===== src/rtl/fp_operand_unpack.sv =====
// Operand unpacker for the FP front end: classifies two IEEE-754 operands and
// registers sign, extended exponent and explicit-hidden-bit significand in one stage.
module fp_operand_unpack #(
   parameter int EXP_W     = 8,
   parameter int MAN_W     = 23,
   parameter int NORM_MODE = 0
) (
   input  logic                   clk,
   input  logic                   rst,
   input  logic                   in_valid,
   output logic                   in_ready,
   input  logic [EXP_W+MAN_W:0]   op_a,
   input  logic [EXP_W+MAN_W:0]   op_b,
   output logic                   out_valid,
   input  logic                   out_ready,
   output logic                   a_sign,
   output logic                   b_sign,
   output logic [EXP_W+1:0]       a_exp,
   output logic [EXP_W+1:0]       b_exp,
   output logic [MAN_W:0]         a_sig,
   output logic [MAN_W:0]         b_sig,
   output logic [2:0]             a_class,
   output logic [2:0]             b_class,
   output logic                   any_nan,
   output logic                   invalid
);

   localparam int XW  = EXP_W + 2;
   localparam int SW  = MAN_W + 1;
   localparam int LZW = $clog2(MAN_W) + 1;
   localparam int UW  = 3 + XW + SW;

   localparam logic [2:0] CLS_ZERO = 3'd0;
   localparam logic [2:0] CLS_SUB  = 3'd1;
   localparam logic [2:0] CLS_NORM = 3'd2;
   localparam logic [2:0] CLS_INF  = 3'd3;
   localparam logic [2:0] CLS_QNAN = 3'd4;
   localparam logic [2:0] CLS_SNAN = 3'd5;

   localparam logic [LZW-1:0] LZ_ONE  = {{(LZW-1){1'b0}}, 1'b1};
   localparam logic [XW-1:0]  EXP_ONE = {{(XW-1){1'b0}}, 1'b1};

   // Priority encoder: the highest set bit wins because it is visited last.
   function automatic logic [LZW-1:0] lzc(input logic [MAN_W-1:0] m);
      logic [LZW-1:0] lz;
      lz = '0;
      for (int i = 0; i < MAN_W; i++) begin
         if (m[i]) begin
            lz = LZW'(MAN_W - 1 - i);
         end
      end
      return lz;
   endfunction

   function automatic logic [UW-1:0] unpack(input logic [EXP_W-1:0] e,
                                            input logic [MAN_W-1:0] m);
      logic [2:0]     cls;
      logic [XW-1:0]  x;
      logic [SW-1:0]  s;
      logic [LZW-1:0] lz;
      cls = CLS_NORM;
      x   = {2'b00, e};
      s   = {1'b1, m};
      lz  = lzc(m);
      if (e == '0) begin
         if (m == '0) begin
            cls = CLS_ZERO;
            x   = '0;
            s   = '0;
         end else begin
            cls = CLS_SUB;
            if (NORM_MODE == 1) begin
               // Shift the leading one up into the hidden-bit position; exponent goes to 1-(lz+1).
               s = SW'({1'b0, m} << (lz + LZ_ONE));
               x = '0 - XW'(lz);
            end else begin
               x = EXP_ONE;
               s = {1'b0, m};
            end
         end
      end else if (&e) begin
         if (m == '0) begin
            cls = CLS_INF;
         end else if (m[MAN_W-1]) begin
            cls = CLS_QNAN;
         end else begin
            cls = CLS_SNAN;
         end
      end else begin
         cls = CLS_NORM;
      end
      return {cls, x, s};
   endfunction

   logic [UW-1:0] ua_s, ub_s;
   logic          take_s;
   logic          nan_d, inv_d;

   logic          valid_q, valid_d;
   logic          a_sign_q, b_sign_q, nan_q, inv_q;
   logic [XW-1:0] a_exp_q, b_exp_q;
   logic [SW-1:0] a_sig_q, b_sig_q;
   logic [2:0]    a_cls_q, b_cls_q;

   assign in_ready = !valid_q | out_ready;
   assign take_s   = in_valid & in_ready;

   // Unpack both operands and derive the next valid state and flags.
   always_comb begin
      ua_s  = unpack(op_a[EXP_W+MAN_W-1:MAN_W], op_a[MAN_W-1:0]);
      ub_s  = unpack(op_b[EXP_W+MAN_W-1:MAN_W], op_b[MAN_W-1:0]);
      nan_d = (ua_s[UW-1 -: 3] == CLS_QNAN) | (ua_s[UW-1 -: 3] == CLS_SNAN) |
              (ub_s[UW-1 -: 3] == CLS_QNAN) | (ub_s[UW-1 -: 3] == CLS_SNAN);
      inv_d = (ua_s[UW-1 -: 3] == CLS_SNAN) | (ub_s[UW-1 -: 3] == CLS_SNAN);
      if (take_s) begin
         valid_d = 1'b1;
      end else if (out_ready) begin
         valid_d = 1'b0;
      end else begin
         valid_d = valid_q;
      end
   end

   // Output stage register: reset clears, a transfer in reloads, otherwise hold.
   always_ff @(posedge clk) begin
      if (rst) begin
         valid_q  <= 1'b0;
         a_sign_q <= 1'b0;
         b_sign_q <= 1'b0;
         a_exp_q  <= '0;
         b_exp_q  <= '0;
         a_sig_q  <= '0;
         b_sig_q  <= '0;
         a_cls_q  <= CLS_ZERO;
         b_cls_q  <= CLS_ZERO;
         nan_q    <= 1'b0;
         inv_q    <= 1'b0;
      end else begin
         valid_q <= valid_d;
         if (take_s) begin
            a_sign_q <= op_a[EXP_W+MAN_W];
            b_sign_q <= op_b[EXP_W+MAN_W];
            {a_cls_q, a_exp_q, a_sig_q} <= ua_s;
            {b_cls_q, b_exp_q, b_sig_q} <= ub_s;
            nan_q    <= nan_d;
            inv_q    <= inv_d;
         end
      end
   end

   assign out_valid = valid_q;
   assign a_sign    = a_sign_q;
   assign b_sign    = b_sign_q;
   assign a_exp     = a_exp_q;
   assign b_exp     = b_exp_q;
   assign a_sig     = a_sig_q;
   assign b_sig     = b_sig_q;
   assign a_class   = a_cls_q;
   assign b_class   = b_cls_q;
   assign any_nan   = nan_q;
   assign invalid   = inv_q;

endmodule


===== config.mk =====
export PLATFORM = sky130hd
export DESIGN_NAME = fp_operand_unpack
export DESIGN_NICKNAME = d
export VERILOG_FILES = /design/src/rtl/fp_operand_unpack.sv
export SDC_FILE = /design/constraint.sdc
export NUM_CORES = 1
export LEC_CHECK = 0
export ABC_CLOCK_PERIOD_IN_PS = 3100
export BUFFER_PORTS_ARGS = -buffer_cell sky130_fd_sc_hd__buf_2
export CAP_MARGIN = 20
export CORE_MARGIN = 2
export CORE_UTILIZATION = 25
export DETAILED_ROUTE_END_ITERATION = 7
export REMOVE_ABC_BUFFERS = 1
export SLEW_MARGIN = 20
export SYNTH_ARGS = -nofsm -noshare
export SYNTH_HDL_FRONTEND = slang
export SYNTH_SLANG_ARGS = --single-unit

===== constraint.sdc =====
create_clock -name clk -period 3.1 [get_ports clk]
set_input_delay 0.62 -clock clk [delete_from_list [all_inputs] [get_ports clk]]
set_output_delay 0.62 -clock clk [all_outputs]
set_load 0.01 [all_outputs]

; Word-level counts from Yosys, hierarchy flattened
; Cells that the tools add are included.
[totals]
register_bits = 79
[classes]
n_eq_ne = 4
muxes = 20
bitwise = 6
n_reduce_logical = 8
[ops]
columns = op, n
row1 = 24-bit two-way mux, 2
row2 = 23-bit zero test, 2
row3 = 23-bit two-way mux, 2
row4 = 3-bit two-way mux, 6
row5 = 8-bit zero test, 2
row6 = 8-bit two-way mux, 2
row7 = 8-bit AND reduction, 2
row8 = "3-bit == test, second input constant", 4
row9 = 1-bit two-way mux, 8
row10 = 1-bit OR, 5
row11 = 2-bit nonzero test, 1
row12 = 1-bit AND, 1
row13 = 1-bit zero test, 1

; Depth between registers and ports, before layout
; Gate-level depths: netlist (run 1).
[logic_depth]
depth_word = 8
mapped_depth = 7

; Worst setup path before layout (run 1)
; OpenSTA, ideal clock, no wires.
[synth_path]
path_type = input -> register
startpoint = input port op_b[27]
endpoint = register b_cls_q[0] (netlist: b_class[0])
setup_ps = 91
arrival_time_ps = 1786
t_required_ps = 3009
setup_slack_ps = 1223
cell_stages = 4
path_cell_list = or4_1 or2_1 o21bai_1 a311oi_1
[synth_between]
elab_chain_cells = 3
[synth_lines]
columns = element, line
row1 = start: declaration, 13  ; input logic [EXP_W+MAN_W:0] op_b,
row2 = 8-bit AND reduction, 81  ; end else if (&e) begin
row3 = 3-bit two-way mux, 81
row4 = 3-bit two-way mux (*), 65  ; if (e == '0) begin
row5 = end signal: assignment, 144  ; {b_cls_q, b_exp_q, b_sig_q} <= ub_s;
row6 = end: declaration, 103  ; logic [2:0] a_cls_q, b_cls_q;
; Every way passes the cells marked *; elsewhere a longest branch is shown, timed or not.
; A chain may end at the register's enable or synchronous reset.

; Final worst setup path (run 1)
[layout_path]
startpoint = input port out_ready
endpoint = register b_exp_q[0] (netlist: b_exp[0])
[layout_between]
elab_chain_cells = 2
[layout_lines]
columns = element, line
row1 = start: declaration, 15  ; input logic out_ready,
row2 = 1-bit OR, 105  ; assign in_ready = !valid_q | out_ready;
row3 = 1-bit AND, 106  ; assign take_s = in_valid & in_ready;
row4 = end signal: assignment, 144
row5 = end: declaration, 101  ; logic [XW-1:0] a_exp_q, b_exp_q;
; No other way between the ends.

==> qor.yml, run 1 <==
outcome: "completed"
r2r_setup_slack_ns: 1.40
timing.critical_path.from_type: "primary input"
synth_cell_types: 26
antenna_violations_before_repair: 0
r2r_end: "b_sig[20]"
die_footprint_mm2: 0.01217
synth_edf_count: 0
critical_path_class: "primary input to flip-flop"
clock_path_buffers: 2
syn-instance-count: 362
post-dp-hpwl_um: 6118
htree_levels: 3
worst_ir_drop_on_vdd_mv: 0.2494
std_cell_rows: 38
initial_standard_cell_utilization_of_the_core_pct: 25.85
comb_power_share_pct: 12.5
timing.slew.headroom_pct: 49.23
finalWirelength_um: 8478
synthTopCellsByArea: "sky130_fd_sc_hd__dfxtp_1 53%, sky130_fd_sc_hd__nand2_1 18%, sky130_fd_sc_hd__a21oi_1 12%, sky130_fd_sc_hd__clkbuf_1 2.8%, sky130_fd_sc_hd__nor4_1 2.7%"
die_width_um: 110.3
mean_instance_size_in_the_synthesized_netlist_um2: 7.808
detail_route.iter0.violations: 159
area.growth.synth_to_final_pct: 39.31
worst_hold_endpoint: "a_sign"
setup_violations: 0
ys_seq_elements: 75
n_antenna_cell: 0
clkTransAtPathRegs_ns: 0.05
cts_buf_count: 9
ys_seq_area_share_pct: 53.12
synth_top_cells_by_count: "132 x sky130_fd_sc_hd__nand2_1, 75 x sky130_fd_sc_hd__dfxtp_1, 65 x sky130_fd_sc_hd__a21oi_1"
p_total_w: 0.002332
syn-cell-area_mm2: 0.002826
final_max_slew_viol_count: 0
cell_internal_power_w: 0.001756
holdPathStages: 2
number_of_i_o_pins: 148
netSwitchingFraction_pct: 24.72
clock_sinks: 75
final-hold-violation-count: 0
vias_per_cell: 4.572
ctsHoldBuffers: 0
tns_ns: 0
grt_start_max_net_pins: 39
drt_first_pass_iters: 4
post_cts_buffers: 0
post-route-util_pct: 36.01
critical_path_required_ns: 3.34
clk-insertion-delay-late_ns: 0.32
hold_path.startpoint: "a_sign"
max_freq_mhz: 552.0
grt_pass1_vias: 2737
final_nets: 564
track_usage_pct: 13.96
maxCapViolations: 0
place.gp.congestion: 0.7484
drtAntennaViolNets: 0
clock_tree.root_cell: "sky130_fd_sc_hd__clkbuf_16"
routedWlPerCell_um: 13.25
share_of_post_route_cells_with_drive_strength_above_1_pct: 33.00
critPathArrivalTime_ns: 2.05
cell_with_the_most_instances_after_synthesis: "sky130_fd_sc_hd__nand2_1"
hold_class: "flip-flop to flip-flop"
power_frac_clock_pct: 42.6
io_buffer_count: 143
dr_total_vias: 2926
rsz0062_at_grt: "no"
setup.worst_path.end_class: "flip-flop"
worst-slew-pin-transition_ns: 0.7588
startpoint_of_the_lowest_slack_register_to_register_path: "out_valid"
total_leakage_power_nw: 1.799
async_set_reset_flop_share_out_of_synthesis_pct: 0
tritoncts_clock_tree: "done"
layout_min_cycle_time_ns: 1.812
cts.repair.resized: 0
grt_overflow_total: 0
timing.critical_path.fanout_max: 38
sequential_cell_fraction_of_total_power_pct: 45.0
fin_skew_ns: 0.006145
synth_top_cell_area_share_pct: 53.12
core_area_mm2: 0.01094
first_pass_grt_wire_length_um: 12990
synthesis.yosys.warnings: 0
most_used_dff_post_synth: "sky130_fd_sc_hd__dfxtp_1"
power.switching_w: 0.0005767
synth_top_area_cell: "sky130_fd_sc_hd__dfxtp_1"
die-height_um: 110.3
share_of_the_clock_period_used_by_the_worst_path_after_layout_pct: 58.44
remaining_drc_errors: 0
power.density_cell_area_mw_per_mm2: 592.4
reg2regPathDepth: 5
==> cells in the final DEF (no fill, tap or decap), types with 3 or more instances in the layout <==
cell,n
sky130_fd_sc_hd__buf_2,143
sky130_fd_sc_hd__nand2_1,131
sky130_fd_sc_hd__dfxtp_1,75
sky130_fd_sc_hd__a21oi_1,65
sky130_fd_sc_hd__nor4_1,12
sky130_fd_sc_hd__nor2_1,11
sky130_fd_sc_hd__clkbuf_16,9
sky130_fd_sc_hd__nand4_1,6
sky130_fd_sc_hd__buf_4,5
sky130_fd_sc_hd__a311oi_1,4
sky130_fd_sc_hd__conb_1,4
sky130_fd_sc_hd__o21ai_0,3
sky130_fd_sc_hd__o21bai_1,3
sky130_fd_sc_hd__clkbuf_1,3
==> cell families (layout without fill, tap and decap cells) <==
family          Yosys count  after routing  synth area share (%)
compound gates           82             82                 16.02
buf+inv                  30            165                 4.692
flops                    75             75                 53.12
other cells               1              4                0.1327
simple gates            174            174                 26.03
==> registers in the layout, summed over array words and instances (netlist names) <==
register,cells
any_nan,1
invalid,1
a_sign,1
a_sig,24
b_sig,24
a_exp,8
out_valid,1
b_sign,1
a_class,3
b_class,3
b_exp,8
==> worst max-delay path, stage by stage <==
cell and delay (ns):
sky130_fd_sc_hd__buf_2 0.09, sky130_fd_sc_hd__nand2b_1 0.18, sky130_fd_sc_hd__nand2_2 0.58, sky130_fd_sc_hd__buf_12 0.28
sky130_fd_sc_hd__nor2_1 0.06, sky130_fd_sc_hd__a211oi_1 0.21
==> power groups by stage <==
stage / clock, W / combinational (W) / sequential, W
after floorplan: 0 / 0.0000994 / 0.00110
after global placement: 0 / 0.000290 / 0.00107
after detailed placement: 0 / 0.000295 / 0.00107
after CTS: 0.00102 / 0.000296 / 0.00105
after global routing: 0.00107 / 0.000329 / 0.00106
final: 0.000993 / 0.000291 / 0.00105
==> stage by stage <==
stage                     setup WS, ns  instance area, um^2  cells  hold slack [ns]
after floorplan                 0.4910                 2709    336           0.4745
after global placement          0.9146                 3661    625           0.4391
after detailed placement        0.8892                 3661    625           0.4461
after CTS                        1.241                 3938    640           0.4540
after global routing             1.171                 3938    640           0.4694
final                            1.288                 3938    640           0.4509
==> how the worst max path moves through the flow <==
stage                    from         end  slack [ns]  cells after the start
floorplan           out_ready  a_class[1]        0.49                      4
global placement    out_ready    b_exp[0]        0.91                      6
detailed placement    op_a[0]     any_nan        0.89                      5
CTS                   op_a[0]     any_nan        1.24                      5
global route        out_ready    b_exp[0]        1.17                      6
finish              out_ready    b_exp[0]        1.29                      6
==> area by class of cell <==
| cell class | instances | area (um^2) |
|---|---|---|
| repair buffers | 149 | 773.2 |
| inverters | 1 | 3.754 |
| fillers | 1171 | 6998 |
| multi-input cells | 260 | 1207 |
| clock inverters | 3 | 40.04 |
| well taps | 140 | 175.2 |
| clock buffers | 12 | 236.5 |
| flip-flops and latches | 75 | 1501 |
==> routing by layer <==
layer / share of wire [%] / GRT usage, % / up-vias
li1: - / - / 1475
met1: 43 / 16.48 / 1339
met2: 48 / 23.66 / 100
met3: 7.3 / 3.645 / 12
met4: 1.9 / 6.429 / 0
met5: 0 / 0 / -
(Power assumes the default switching activity.)
==> inputs of run 2 (changes only) <==
ABC_CLOCK_PERIOD_IN_PS = 1500   (was 3100)
clock period = 1.5 ns   (was 3.1 ns; I/O delays follow)
==> run 2 against run 1 <==
  * Non-clock buffer count increased by 17
  * Clock skew increased by 0.0023 ns
  * Flip-flop and latch count unchanged
  * Sequential power increased by 110%
  * First-iteration DRC count decreased by 7.5%
  * Routed wire length decreased by 0.88%
  * Final area increased by 5.5%
  * Power increased by 120%
  * Final cell count increased by 2.7%
  * Hold slack got worse by 0.24 ns
  * Highest routed layer unchanged
==> qor.yml, run 2 (synthesis results as in run 1) <==
grt_start_max_net_pins: 53
critical_path.slowest_cell: "sky130_fd_sc_hd__or4_1"
setup_violations: 0
dr_total_vias: 2984
max_freq_mhz: 696.1
post-dp-hpwl_um: 6205
die_footprint_mm2: 0.01217
layout_min_cycle_time_ns: 1.437
initial_standard_cell_utilization_of_the_core_pct: 25.85
busiest_layer_in_global_routing: "met2"
post_cts_buffers: 0
place.gp.congestion: 0.7186
critPathArrivalTime_ns: 1.66
gr-usage-met3_pct: 4.409
total_leakage_power_nw: 1.914
htree_levels: 3
tritoncts_clock_tree: "done"
layout.cells.most_common_list: "143 x sky130_fd_sc_hd__buf_2, 131 x sky130_fd_sc_hd__nand2_1, 75 x sky130_fd_sc_hd__dfxtp_1"
track_usage_pct: 13.86
grt_overflow_total: 0
clk-insertion-delay-late_ns: 0.32
clkTransAtPathRegs_ns: 0.05
n_antenna_cell: 0
cts.repair.resized: 0
p_total_w: 0.005035
final_nets: 581
detail_route.iter0.violations: 147
worst_hold_slack_ns: 0.2151
grt_pass1_vias: 2687
clock_tree.root_cell: "sky130_fd_sc_hd__clkbuf_16"
vias_per_cell: 4.542
routedWlPerCell_um: 12.79
path_cells: "buf_2 > or4_1 > or2_1 > o21bai_1 > a311oi_1"
r2r_setup_slack_ns: 0.18
sequential_cell_fraction_of_total_power_pct: 43.1
final-hold-violation-count: 0
worst_ir_drop_on_vdd_mv: 0.5517
timing.critical_path.from_type: "primary input"
fin_skew_ns: 0.008470
cts_buf_count: 9
tns_ns: 0
netSwitchingFraction_pct: 23.50
global_route.usage.met1_pct: 17.55
cell_internal_power_w: 0.003852
final_common_cell: "sky130_fd_sc_hd__buf_2"
hold_path.startpoint: "op_a[31]"
die-height_um: 110.3
share_of_the_clock_period_used_by_the_worst_path_after_layout_pct: 95.78
finalWirelength_um: 8403
std_cell_rows: 38
power.density_cell_area_mw_per_mm2: 1212
power.switching_w: 0.001183
clock_sinks: 75
first_pass_grt_wire_length_um: 12920
holdPathStages: 3
area.growth.synth_to_final_pct: 46.92
ctsHoldBuffers: 0
worst_hold_endpoint: "a_sign"
rsz0062_at_grt: "no"
comb_power_share_pct: 12.8
startpoint_of_the_lowest_slack_register_to_register_path: "out_valid"
core_area_mm2: 0.01094
number_of_i_o_pins: 148
drt_first_pass_iters: 4
remaining_drc_errors: 0
antenna_violations_before_repair: 0
die_width_um: 110.3
maxCapViolations: 0
final_max_slew_viol_count: 0
drtAntennaViolNets: 0
post-route-util_pct: 37.97
share_of_post_route_cells_with_drive_strength_above_1_pct: 35.59
reg2regPathDepth: 5
timing.critical_path.fanout_max: 3
power_frac_clock_pct: 44.2
setup.worst_path.end_class: "flip-flop"
r2r_end: "b_class[0]"
crit_path_max_incr_delay_ns: 0.53
critical_path_required_ns: 1.72
critical_path_class: "primary input to flip-flop"
io_buffer_count: 143
hold_class: "primary input to flip-flop"
outcome: "completed"
grt_use_met2_pct: 21.91
clock_path_buffers: 2
==> run 2: layer usage <==
layer / up-vias / wire length, um
met3: 8 / 650
li1: 1507 / -
met2: 105 / 3925
met4: 0 / 114
met1: 1364 / 3713
met5: - / 0
==> run 2: power groups by stage <==
stage / combinational (W) / sequential, W / clock [W]
floorplan: 0.000205 / 0.00227 / 0
global placement: 0.000644 / 0.00221 / 0
detailed placement: 0.000655 / 0.00221 / 0
CTS: 0.000655 / 0.00217 / 0.00230
global route: 0.000725 / 0.00218 / 0.00238
finish: 0.000642 / 0.00217 / 0.00223
==> run 2: worst max path at each step <==
stage | end | cells past startpoint | start
after detailed placement | b_class[0] | 5 | op_b[27]
after floorplan | a_class[1] | 4 | out_valid
after global placement | b_class[0] | 5 | op_b[27]
final | b_class[0] | 5 | op_b[27]
after CTS | b_class[0] | 5 | op_b[27]
after global routing | a_class[0] | 6 | op_a[11]
==> run 2: worst max-delay path, delay by kind of cell <==
kind | cells | cell delay (ns)
AND/OR/NAND/NOR | 2 | 0.79
buffers and inverters | 1 | 0.11
AO/OA/AOI/OAI | 2 | 0.47
==> run 2: stage by stage <==
stage / instances / worst slack (ns) / area [um^2]
3_3_place_gp: 642 / -0.1955 / 3839
6_report: 657 / 0.06333 / 4153
5_1_grt: 657 / 0.01304 / 4153
4_1_cts: 657 / 0.06555 / 4153
3_5_place_dp: 642 / -0.2585 / 3839
2_1_floorplan: 336 / -0.7956 / 2709
==> run 2: cell type report <==
| cell class | instances | area (um^2) |
|---|---|---|
| fill | 1160 | 6783 |
| timing repair buffer | 166 | 950.9 |
| inverter | 1 | 3.754 |
| multi-input combinational | 260 | 1207 |
| tap | 140 | 175.2 |
| clock inverter | 1 | 30.03 |
| clock buffer | 14 | 284.0 |
| sequential | 75 | 1501 |
==> inputs of run 3 (changes only) <==
--- a/config.mk
+++ b/config.mk
@@ -14,2 +14,3 @@
 export REMOVE_ABC_BUFFERS = 1
+export SETUP_SLACK_MARGIN = 0.4
 export SLEW_MARGIN = 20
==> constraint.sdc (replaced) <==
create_clock -name clk -period 1.5 [get_ports clk]
set_input_delay 0.075 -clock clk [delete_from_list [all_inputs] [get_ports clk]]
set_output_delay 0.075 -clock clk [all_outputs]
set_load 0.01 [all_outputs]
==> run 3 against run 2 <==
  * Flip-flop and latch count unchanged
  * Global-route usage increased by 2.5 points
  * Sequential share of layout area decreased by 8.2 points
  * Worst setup slack improved by 0.20 ns
  * Hold slack got worse by 0.20 ns
  * Count of clock-buffer cells in the layout decreased by 3
  * Fmax increased by 16%
  * Register-to-register slack improved by 0.11 ns
  * Critical path type unchanged
  * Highest routed layer unchanged
==> qor.yml, run 3 (synthesis results as in run 1) <==
clk-insertion-delay-late_ns: 0.33
outcome: "completed"
layout_min_cycle_time_ns: 1.236
htree_levels: 3
grt_start_max_net_pins: 36
filler_cell_count: 1041
place.gp.congestion: 0.7136
die-height_um: 110.3
total_leakage_power_nw: 2.423
drt_first_pass_iters: 6
drtAntennaViolNets: 0
critical_path.slowest_cell: "sky130_fd_sc_hd__or4_4"
timing.slew.headroom_pct: 65.09
maxCapViolations: 0
timing.critical_path.fanout_max: 3
dpl.cell_count: 629
final_nets: 640
netSwitchingFraction_pct: 25.72
final-instance-count-excl-fill: 717
clock_path_buffers: 2
antenna_violations_before_repair: 0
worst-slew-pin-transition_ns: 0.5237
share_of_post_route_cells_with_drive_strength_above_1_pct: 45.58
sequential_cell_fraction_of_total_power_pct: 39.3
initial_standard_cell_utilization_of_the_core_pct: 25.85
final_max_slew_viol_count: 0
power_frac_clock_pct: 41.4
core_area_mm2: 0.01094
first_pass_grt_wire_length_um: 15250
cts_buf_count: 9
share_of_the_clock_period_used_by_the_worst_path_after_layout_pct: 82.42
crit_path_max_incr_delay_ns: 0.53
finalWirelength_um: 11360
timing.critical_path.from_type: "primary input"
path_cells: "buf_2 > or4_4 > or2_1 > o21bai_2 > a311oi_2"
cp.buffers_inverters: 1
clock_tree.root_cell: "sky130_fd_sc_hd__clkbuf_16"
setup_violations: 0
power.density_cell_area_mw_per_mm2: 1027
n_antenna_cell: 0
dr_total_vias: 3423
grt_pass1_vias: 3100
track_usage_pct: 16.39
comb_power_share_pct: 19.3
hold_class: "primary input to flip-flop"
std_cell_rows: 38
setup.worst_path.end_class: "flip-flop"
io_buffer_count: 143
grt_overflow_total: 0
timing.critical_path.max_delay_family: "simple AND/OR/NAND/NOR gates"
tritoncts_clock_tree: "done"
routedWlPerCell_um: 15.85
critical_path_class: "primary input to flip-flop"
fin_skew_ns: 0.004582
post-dp-hpwl_um: 6090
power.switching_w: 0.001420
vias_per_cell: 4.774
detail_route.iter0.violations: 169
rsz0062_at_grt: "yes"
final-hold-violation-count: 0
max_freq_mhz: 808.9
critPathArrivalTime_ns: 1.48
r2r_setup_slack_ns: 0.29
final_common_cell: "sky130_fd_sc_hd__buf_2"
area.growth.synth_to_final_pct: 90.22
cell_internal_power_w: 0.004103
die_width_um: 110.3
clkTransAtPathRegs_ns: 0.06
die_footprint_mm2: 0.01217
tns_ns: 0
layout.cells.most_common_list: "143 x sky130_fd_sc_hd__buf_2, 103 x sky130_fd_sc_hd__nand2_1, 74 x sky130_fd_sc_hd__dfxtp_1"
clock_sinks: 75
critical_path_required_ns: 1.74
remaining_drc_errors: 0
worst_ir_drop_on_vdd_mv: 0.5288
number_of_i_o_pins: 148
==> run 3: cell count changes in the layout (fill, tap and decap cells not counted), moves of 3 or more <==
| cell | change |
|---|---|
| sky130_fd_sc_hd__a21oi_1 | -27 |
| sky130_fd_sc_hd__a21oi_2 | +27 |
| sky130_fd_sc_hd__a311oi_1 | -3 |
| sky130_fd_sc_hd__a311oi_2 | +3 |
| sky130_fd_sc_hd__buf_12 | +5 |
| sky130_fd_sc_hd__buf_16 | +5 |
| sky130_fd_sc_hd__buf_4 | -11 |
| sky130_fd_sc_hd__buf_6 | +4 |
| sky130_fd_sc_hd__clkbuf_16 | +7 |
| sky130_fd_sc_hd__clkbuf_8 | -4 |
| sky130_fd_sc_hd__dlygate4sd3_1 | +48 |
| sky130_fd_sc_hd__nand2_1 | -28 |
| sky130_fd_sc_hd__nand2_2 | +7 |
| sky130_fd_sc_hd__nand2_4 | +20 |
==> run 3: metal layers <==
metal | global-route usage (%) | vias to the layer above | share of wire, %
met5 | 0 | - | 0
li1 | - | 1637 | -
met3 | 3.762 | 4 | 5.6
met4 | 4.375 | 0 | 0.35
met2 | 29.71 | 136 | 52
met1 | 19.35 | 1646 | 43
==> run 3: timing repair <==
action	CTS	global route
setup buffers	5	5
endpoints found under the hold margin	48	0
hold buffers	48	0
gates resized for setup	45	58
endpoints found under the setup margin	72	74
pin swaps	18	37
cloned	5	9
==> run 3: power by group through the flow <==
stage	Sequential (W)	Clock (W)	Combinational, W
finish	0.00217	0.00229	0.00106
CTS	0.00217	0.00235	0.000875
global route	0.00218	0.00245	0.00115
global placement	0.00221	0	0.000623
detailed placement	0.00221	0	0.000632
floorplan	0.00227	0	0.000205
==> run 3: worst min-delay path: stages <==
cell                      delay, ns
sky130_fd_sc_hd__buf_2         0.12
sky130_fd_sc_hd__nand2_4       0.06
sky130_fd_sc_hd__a21oi_2       0.04
==> run 3: through the flow <==
| stage | utilization (%) | power (W) | worst slack (ns) | instance area [um^2] | hold slack [ns] |
|---|---|---|---|---|---|
| 2_1_floorplan | - | 0.002472 | -0.7956 | 2709 | 0.1441 |
| 3_3_place_gp | 34.21 | 0.002828 | 0.02776 | 3741 | 0.3216 |
| 3_5_place_dp | 34.21 | 0.002842 | -0.008821 | 3741 | 0.3327 |
| 4_1_cts | 44.73 | 0.005394 | 0.2933 | 4891 | 0.003349 |
| 5_1_grt | 49.16 | 0.005779 | 0.2500 | 5376 | 0.008171 |
| 6_report | 49.16 | 0.005524 | 0.2637 | 5376 | 0.01193 |
==> run 3: final timing paths <==
check,start,endpoint,cells past startpoint
worst max-delay path,op_b[23],b_class[0],5
worst min-delay path,op_b[6],b_sig[6],3
worst max register to register,out_valid,a_sig[1],6
worst min register to register,b_sig[18],b_sig[18],2
==> run 3: final cells by class <==
class	count	area [um^2]	share of cell area, %
clock buffer	11	232.7	4.329
clock inverter	5	77.57	1.443
inverter	1	3.754	0.06982
multi-input combinational	260	1563	29.07
sequential	75	1503	27.95
tap	140	175.2	3.258
timing repair buffer	225	1822	33.88
